### config.mk
export PLATFORM = sky130hd
export DESIGN_NAME = axi_lite_uart_responder
export DESIGN_NICKNAME = d
export VERILOG_FILES = /design/src/rtl/uart_lite_pkg.sv /design/src/rtl/sync_fifo.sv /design/src/rtl/axi_lite_uart_responder.sv
export SDC_FILE = /design/constraint.sdc
export NUM_CORES = 1
export LEC_CHECK = 0
export CORE_MARGIN = 10
export CORE_UTILIZATION = 42
export CTS_CLUSTER_DIAMETER = 80
export CTS_CLUSTER_SIZE = 24
export DETAILED_ROUTE_END_ITERATION = 12
export PLACE_DENSITY = 0.69
export SETUP_SLACK_MARGIN = 0.4
export SYNTH_ARGS = -nofsm -noshare
export SYNTH_HDL_FRONTEND = slang
export SYNTH_SLANG_ARGS = --single-unit
### constraint.sdc
create_clock -name clk -period 19.94 [get_ports clk]
set_input_delay 3.988 -clock clk [delete_from_list [all_inputs] [get_ports clk]]
set_output_delay 3.988 -clock clk [all_outputs]
set_load 0.01 [all_outputs]
### src/rtl/uart_lite_pkg.sv
// Shared register offsets, STAT bit positions and response code for the
// AXI4-Lite UART-Lite responder.
package uart_lite_pkg;

  localparam logic [3:0] RX_OFS   = 4'h0;
  localparam logic [3:0] TX_OFS   = 4'h4;
  localparam logic [3:0] STAT_OFS = 4'h8;
  localparam logic [3:0] CTRL_OFS = 4'hC;

  localparam int STAT_RX_NE    = 0;
  localparam int STAT_RX_FULL  = 1;
  localparam int STAT_TX_EMPTY = 2;
  localparam int STAT_TX_FULL  = 3;
  localparam int STAT_OVR      = 5;

  localparam logic [1:0] RESP_OKAY = 2'b00;

endpackage

### src/rtl/sync_fifo.sv
// Single-clock FIFO with combinational head, same-cycle push/pop and a
// flush that overrides any concurrent push or pop.
module sync_fifo #(
  parameter int WIDTH = 8,
  parameter int DEPTH = 16
) (
  input  logic             clk,
  input  logic             rst,
  input  logic             push,
  input  logic             pop,
  input  logic             flush,
  input  logic [WIDTH-1:0] din,
  output logic [WIDTH-1:0] dout,
  output logic             empty,
  output logic             full
);

  localparam int PW = $clog2(DEPTH);
  localparam int CW = $clog2(DEPTH + 1);

  logic [WIDTH-1:0] mem_q [DEPTH];
  logic [WIDTH-1:0] mem_d [DEPTH];
  logic [PW-1:0]    wr_q, wr_d, rd_q, rd_d;
  logic [CW-1:0]    cnt_q, cnt_d;
  logic             do_push, do_pop;

  assign empty = (cnt_q == '0);
  assign full  = (cnt_q == CW'(DEPTH));
  assign dout  = mem_q[rd_q];

  // A push into a full FIFO is still taken when the head leaves the same cycle.
  assign do_pop  = pop & ~empty;
  assign do_push = push & (~full | do_pop);

  always_comb begin
    mem_d = mem_q;
    wr_d  = wr_q;
    rd_d  = rd_q;
    if (do_push) begin
      mem_d[wr_q] = din;
      wr_d        = wr_q + 1'b1;
    end
    if (do_pop) rd_d = rd_q + 1'b1;
    cnt_d = cnt_q + CW'(do_push) - CW'(do_pop);
    if (flush) begin
      wr_d  = '0;
      rd_d  = '0;
      cnt_d = '0;
    end
  end

  always_ff @(posedge clk or posedge rst) begin
    if (rst) begin
      mem_q <= '{default: '0};
      wr_q  <= '0;
      rd_q  <= '0;
      cnt_q <= '0;
    end else begin
      mem_q <= mem_d;
      wr_q  <= wr_d;
      rd_q  <= rd_d;
      cnt_q <= cnt_d;
    end
  end

endmodule

### src/rtl/axi_lite_uart_responder.sv
// AXI4-Lite slave modelling a UART-Lite register file: RX/TX byte FIFOs,
// STAT and CTRL, with byte streams toward the serializer/deserializer.
module axi_lite_uart_responder
  import uart_lite_pkg::*;
#(
  parameter int FIFO_DEPTH = 16,
  parameter int ADDR_DEC_W = 4
) (
  input  logic        clk,
  input  logic        rst,
  input  logic        axi_awvalid,
  output logic        axi_awready,
  input  logic [31:0] axi_awaddr,
  input  logic [2:0]  axi_awprot,
  input  logic        axi_wvalid,
  output logic        axi_wready,
  input  logic [31:0] axi_wdata,
  input  logic [3:0]  axi_wstrb,
  output logic        axi_bvalid,
  input  logic        axi_bready,
  output logic [1:0]  axi_bresp,
  input  logic        axi_arvalid,
  output logic        axi_arready,
  input  logic [31:0] axi_araddr,
  input  logic [2:0]  axi_arprot,
  output logic        axi_rvalid,
  input  logic        axi_rready,
  output logic [31:0] axi_rdata,
  output logic [1:0]  axi_rresp,
  output logic        tx_valid,
  input  logic        tx_ready,
  output logic [7:0]  tx_data,
  input  logic        rx_valid,
  output logic        rx_ready,
  input  logic [7:0]  rx_data
);

  localparam logic [ADDR_DEC_W-1:0] A_RX   = ADDR_DEC_W'(RX_OFS);
  localparam logic [ADDR_DEC_W-1:0] A_TX   = ADDR_DEC_W'(TX_OFS);
  localparam logic [ADDR_DEC_W-1:0] A_STAT = ADDR_DEC_W'(STAT_OFS);
  localparam logic [ADDR_DEC_W-1:0] A_CTRL = ADDR_DEC_W'(CTRL_OFS);

  logic                  aw_lat_q, aw_lat_d, w_lat_q, w_lat_d;
  logic                  bvalid_q, bvalid_d, rvalid_q, rvalid_d, ovr_q, ovr_d;
  logic [ADDR_DEC_W-1:0] waddr_q, waddr_d;
  logic [7:0]            wdata_q, wdata_d;
  logic                  wstrb0_q, wstrb0_d;
  logic [31:0]           rdata_q, rdata_d;
  logic [31:0]           stat;
  logic                  aw_hs, w_hs, ar_hs, fire;
  logic                  tx_push, tx_flush, tx_empty, tx_full;
  logic                  rx_pop, rx_flush, rx_empty, rx_full, stat_rd;
  logic [7:0]            rx_dout;
  logic                  unused_inputs;

  assign unused_inputs = ^{axi_awprot, axi_arprot, axi_awaddr[31:ADDR_DEC_W],
                           axi_araddr[31:ADDR_DEC_W], axi_wdata[31:8], axi_wstrb[3:1]};

  // Readies are forced low while reset is held so the bus sees an idle slave.
  assign axi_awready = ~rst & ~aw_lat_q & ~bvalid_q;
  assign axi_wready  = ~rst & ~w_lat_q & ~bvalid_q;
  assign axi_arready = ~rst & ~rvalid_q;
  assign rx_ready    = ~rst;
  assign axi_bvalid  = bvalid_q;
  assign axi_bresp   = RESP_OKAY;
  assign axi_rvalid  = rvalid_q;
  assign axi_rdata   = rdata_q;
  assign axi_rresp   = RESP_OKAY;
  assign tx_valid    = ~tx_empty;

  assign aw_hs = axi_awvalid & axi_awready;
  assign w_hs  = axi_wvalid & axi_wready;
  assign ar_hs = axi_arvalid & axi_arready;
  assign fire  = aw_lat_q & w_lat_q;

  always_comb begin
    stat                = '0;
    stat[STAT_RX_NE]    = ~rx_empty;
    stat[STAT_RX_FULL]  = rx_full;
    stat[STAT_TX_EMPTY] = tx_empty;
    stat[STAT_TX_FULL]  = tx_full;
    stat[STAT_OVR]      = ovr_q;
  end

  always_comb begin
    aw_lat_d = aw_lat_q;
    w_lat_d  = w_lat_q;
    waddr_d  = waddr_q;
    wdata_d  = wdata_q;
    wstrb0_d = wstrb0_q;
    bvalid_d = bvalid_q;
    rvalid_d = rvalid_q;
    rdata_d  = rdata_q;
    ovr_d    = ovr_q;
    tx_push  = 1'b0;
    tx_flush = 1'b0;
    rx_flush = 1'b0;
    rx_pop   = 1'b0;
    stat_rd  = 1'b0;

    if (aw_hs) begin
      aw_lat_d = 1'b1;
      waddr_d  = axi_awaddr[ADDR_DEC_W-1:0];
    end
    if (w_hs) begin
      w_lat_d  = 1'b1;
      wdata_d  = axi_wdata[7:0];
      wstrb0_d = axi_wstrb[0];
    end
    if (bvalid_q && axi_bready) bvalid_d = 1'b0;
    if (fire) begin
      aw_lat_d = 1'b0;
      w_lat_d  = 1'b0;
      bvalid_d = 1'b1;
      case (waddr_q)
        A_TX:   tx_push = wstrb0_q;
        A_CTRL: begin
          tx_flush = wdata_q[0];
          rx_flush = wdata_q[1];
        end
        default: ;
      endcase
    end

    // Side effects happen at the AR handshake so each read acts exactly once.
    if (rvalid_q && axi_rready) rvalid_d = 1'b0;
    if (ar_hs) begin
      rvalid_d = 1'b1;
      case (axi_araddr[ADDR_DEC_W-1:0])
        A_RX: begin
          rdata_d = rx_empty ? 32'h0 : {24'h0, rx_dout};
          rx_pop  = ~rx_empty;
        end
        A_STAT: begin
          rdata_d = stat;
          stat_rd = 1'b1;
        end
        default: rdata_d = 32'h0;
      endcase
    end

    if (stat_rd) ovr_d = 1'b0;
    if (rx_valid && rx_full && !rx_pop) ovr_d = 1'b1;
  end

  always_ff @(posedge clk or posedge rst) begin
    if (rst) begin
      aw_lat_q <= 1'b0;
      w_lat_q  <= 1'b0;
      waddr_q  <= '0;
      wdata_q  <= '0;
      wstrb0_q <= 1'b0;
      bvalid_q <= 1'b0;
      rvalid_q <= 1'b0;
      rdata_q  <= '0;
      ovr_q    <= 1'b0;
    end else begin
      aw_lat_q <= aw_lat_d;
      w_lat_q  <= w_lat_d;
      waddr_q  <= waddr_d;
      wdata_q  <= wdata_d;
      wstrb0_q <= wstrb0_d;
      bvalid_q <= bvalid_d;
      rvalid_q <= rvalid_d;
      rdata_q  <= rdata_d;
      ovr_q    <= ovr_d;
    end
  end

  sync_fifo #(.WIDTH(8), .DEPTH(FIFO_DEPTH)) u_tx_fifo (
    .clk   (clk),
    .rst   (rst),
    .push  (tx_push),
    .pop   (tx_valid & tx_ready),
    .flush (tx_flush),
    .din   (wdata_q),
    .dout  (tx_data),
    .empty (tx_empty),
    .full  (tx_full)
  );

  sync_fifo #(.WIDTH(8), .DEPTH(FIFO_DEPTH)) u_rx_fifo (
    .clk   (clk),
    .rst   (rst),
    .push  (rx_valid),
    .pop   (rx_pop),
    .flush (rx_flush),
    .din   (rx_data),
    .dout  (rx_dout),
    .empty (rx_empty),
    .full  (rx_full)
  );

endmodule
==> qor.txt <==
run status = finished clean
CTS tree = built
post-synthesis sequential area ratio = 51.9%
DRT Pass-1 Iters = 4
CTS Buf Count = 18
DRC viols = 0
leak pwr = 0.00702 uW
grt met2 use = 23.7%
register area = 7710 um2
H-tree depth = 1
fmax = 99.9 MHz
worst reg-to-reg setup slack = 16670 ps
WL final = 29.9 mm
Fillers = 3061
Detail Route Antenna Nets = 0
Via density = 5.45
IO Pins = 174
unrepaired setup endpoints after global routing = false
CTS Sinks = 308
Worst setup EP type = output port
synthesized cell area = 14800 um2
prevailing post-synth register cell = dfrtp_1
worst-path fanout max = 148
first-pass GRT wire length = 48.8 mm
die width = 208 um
Reg clk slew, reported paths = 70 ps
Die Area = 43300 um2
Multi-input gate area = 6680 um2
Vias = 8105
routability cong. = 0.781
Final Non-Filler Cells = 1488
routed length per instance = 20.1 um
P per Cell Area = 116 nW/um2
post-route setup TNS = 0 ps
clk buf depth = 3
DP HPWL = 19.8 mm
met3 Use GR = 1.96%
area share of the largest cell type after synthesis = 51.9%
Synth cell types = 53
Clock Latency Late Sink = 520 ps
Die H = 208 um
setup repair bufs after CTS = 0
Port Buffers = 56
Req. time, crit path = 15950 ps
register bit total from synthesis = 308
period utilisation layout = 50.2%
# resized after CTS = 0
Synth area leaders = dfrtp_1 (52%), mux2_2 (21%), mux4_2 (11%)
maximum vdd drop = 62.5 uV
Critical Path AT = 6020 ps
Worst Tran Pin Value = 1170 ps
share of post-route cells with drive strength above 1 = 40.5%
n_diodes = 0
row cnt = 68
initial antenna violation count = 0
GRT busiest layer = met2
largest area contributor in the netlist = dfrtp_1
number of global-route vias before repair = 8668
Post-Synthesis Cells = 1000
post-synthesis to final-layout area growth = 9.47%
critical path type = in -> out
Setup crit start kind = input port
GR Overflow Total = 0
Layout Nets = 1173
met1 Usage GRT = 17.9%
largest net degree at the start of global routing = 163
Async SR Flop Fraction = 100%
setup ws final = 9930 ps
Final Hold Vio Count = 0
YS warnings = 0
Syn Area/Cell = 14.8 um2
Setup violations, final = 0
Max Cap Violations = 0
Initial Util = 42.8%
min Tclk post-route = 10010 ps
HP Class = reg -> reg
Post-synth EDFFs = 0
fin. max-slew vios = 0
CTS root buf = clkbuf_16
First DRT Iteration DRCs = 591
placed cell count = 1461
clock skew = 25.7 ps
relative slew slack = 22.1%
Total Routing Usage GR = 13.7%
Place WS = 9730 ps
Core Region = 34700 um2
cts hold-fix bufs = 0
-- where the power goes --
group	total, uW	leakage (uW)	switching, uW	internal, uW
clock	393	0.000264	213	180
sequential	938	0.00402	144	794
combinational	555	0.00274	252	302
-- final timing paths --
check / start / to / cells past startpoint
max: rst / rx_ready / 3
min: u_tx_fifo.mem_q[105] / u_tx_fifo.mem_q[105] / 1
max reg2reg: u_rx_fifo.cnt_q[3] / u_rx_fifo.cnt_q[4] / 14
min reg2reg: u_tx_fifo.mem_q[105] / u_tx_fifo.mem_q[105] / 1
max in group asynchronous: rst / u_tx_fifo.mem_q[5] / 3
min in group asynchronous: rst / axi_rvalid / 2
-- state kept, by name, summed over array words and instances, names as in the netlist, 4 cells and up --
name,flops
u_rx_fifo.mem_q,128
u_tx_fifo.mem_q,128
axi_rdata,8
wdata_q,8
u_rx_fifo.cnt_q,5
u_tx_fifo.cnt_q,5
u_rx_fifo.rd_q,4
u_rx_fifo.wr_q,4
u_tx_fifo.rd_q,4
u_tx_fifo.wr_q,4
waddr_q,4
-- per-layer routing --
metal,wire [um],vias up
met3,858,30
met4,489,0
li1,-,3662
met5,0,-
met1,13500,4317
met2,15000,96
-- placed cells by master (no fill, tap or decap), types with 3 or more instances in the layout --
cell type          n
and2_1             3
inv_1             26
a21oi_1           19
nand2_1           28
buf_4              6
conb_1            28
o31ai_1            4
dfrtp_1          305
dfrtp_2            3
nor2_1            14
nor4_4             5
nor3_1             4
or3_1              4
or4_1              3
mux2i_1           17
nor2b_1            7
clkbuf_16         19
o221ai_1           4
nand3_1           15
clkdlybuf4s50_1   56
nor3_2            16
mux2_2           271
and3_1             3
o21ai_0           10
nand4_1            4
mux4_2            71
xnor2_1            3
a22oi_1            3
nand2b_1           4
xor2_1             6
nor3_4            12
a21o_1             3
ha_1              22
-- kinds of logic (layout without fill, tap and decap cells) --
kind of cell,after synthesis,after routing,share of synthesized area (%)
flops,308,308,51.9
simple gates,132,132,6.70
buf+inv,112,118,3.78
mux,359,359,32.5
compound gates,55,55,2.42
xor+xnor,9,9,0.531
other cells,1,28,0.0253
fa+ha+maj,24,24,2.12
-- worst max-delay path, cell delays in order --
cell and delay [ps]:
clkdlybuf4s50_1 580, inv_8 680, clkdlybuf4s50_1 760
-- synth_stat cells, drive strengths merged (5+ instances only) --
| master | count |
|---|---|
| ha | 22 |
| o21ai | 10 |
| nor3 | 32 |
| clkbuf | 28 |
| mux4 | 71 |
| buf | 56 |
| a21oi | 19 |
| mux2 | 271 |
| nand3 | 15 |
| mux2i | 17 |
| nor2 | 14 |
| dfrtp | 308 |
| nand2 | 28 |
| xor2 | 6 |
| inv | 27 |
| nor2b | 7 |
| nor4 | 5 |
-- stage by stage --
step / util (%) / area (um2) / hold slack (ps) / total power, uW
floorplan: - / 14900 / 473 / 1370
global placement: 45.2 / 15700 / 478 / 1480
detailed placement: 45.2 / 15700 / 489 / 1510
CTS: 46.8 / 16200 / 509 / 1910
global route: 46.8 / 16200 / 521 / 2010
finish: 46.8 / 16200 / 505 / 1890
-- final cells by class --
type	count	area share (%)
Sequential cell	308	47.5
Multi-Input combinational cell	607	41.1
Timing Repair Buffer	63	3.85
Tap cell	455	3.50
Clock buffer	21	2.97
Inverter	28	0.693
Clock inverter	6	0.385
(Power assumes the default switching activity.)
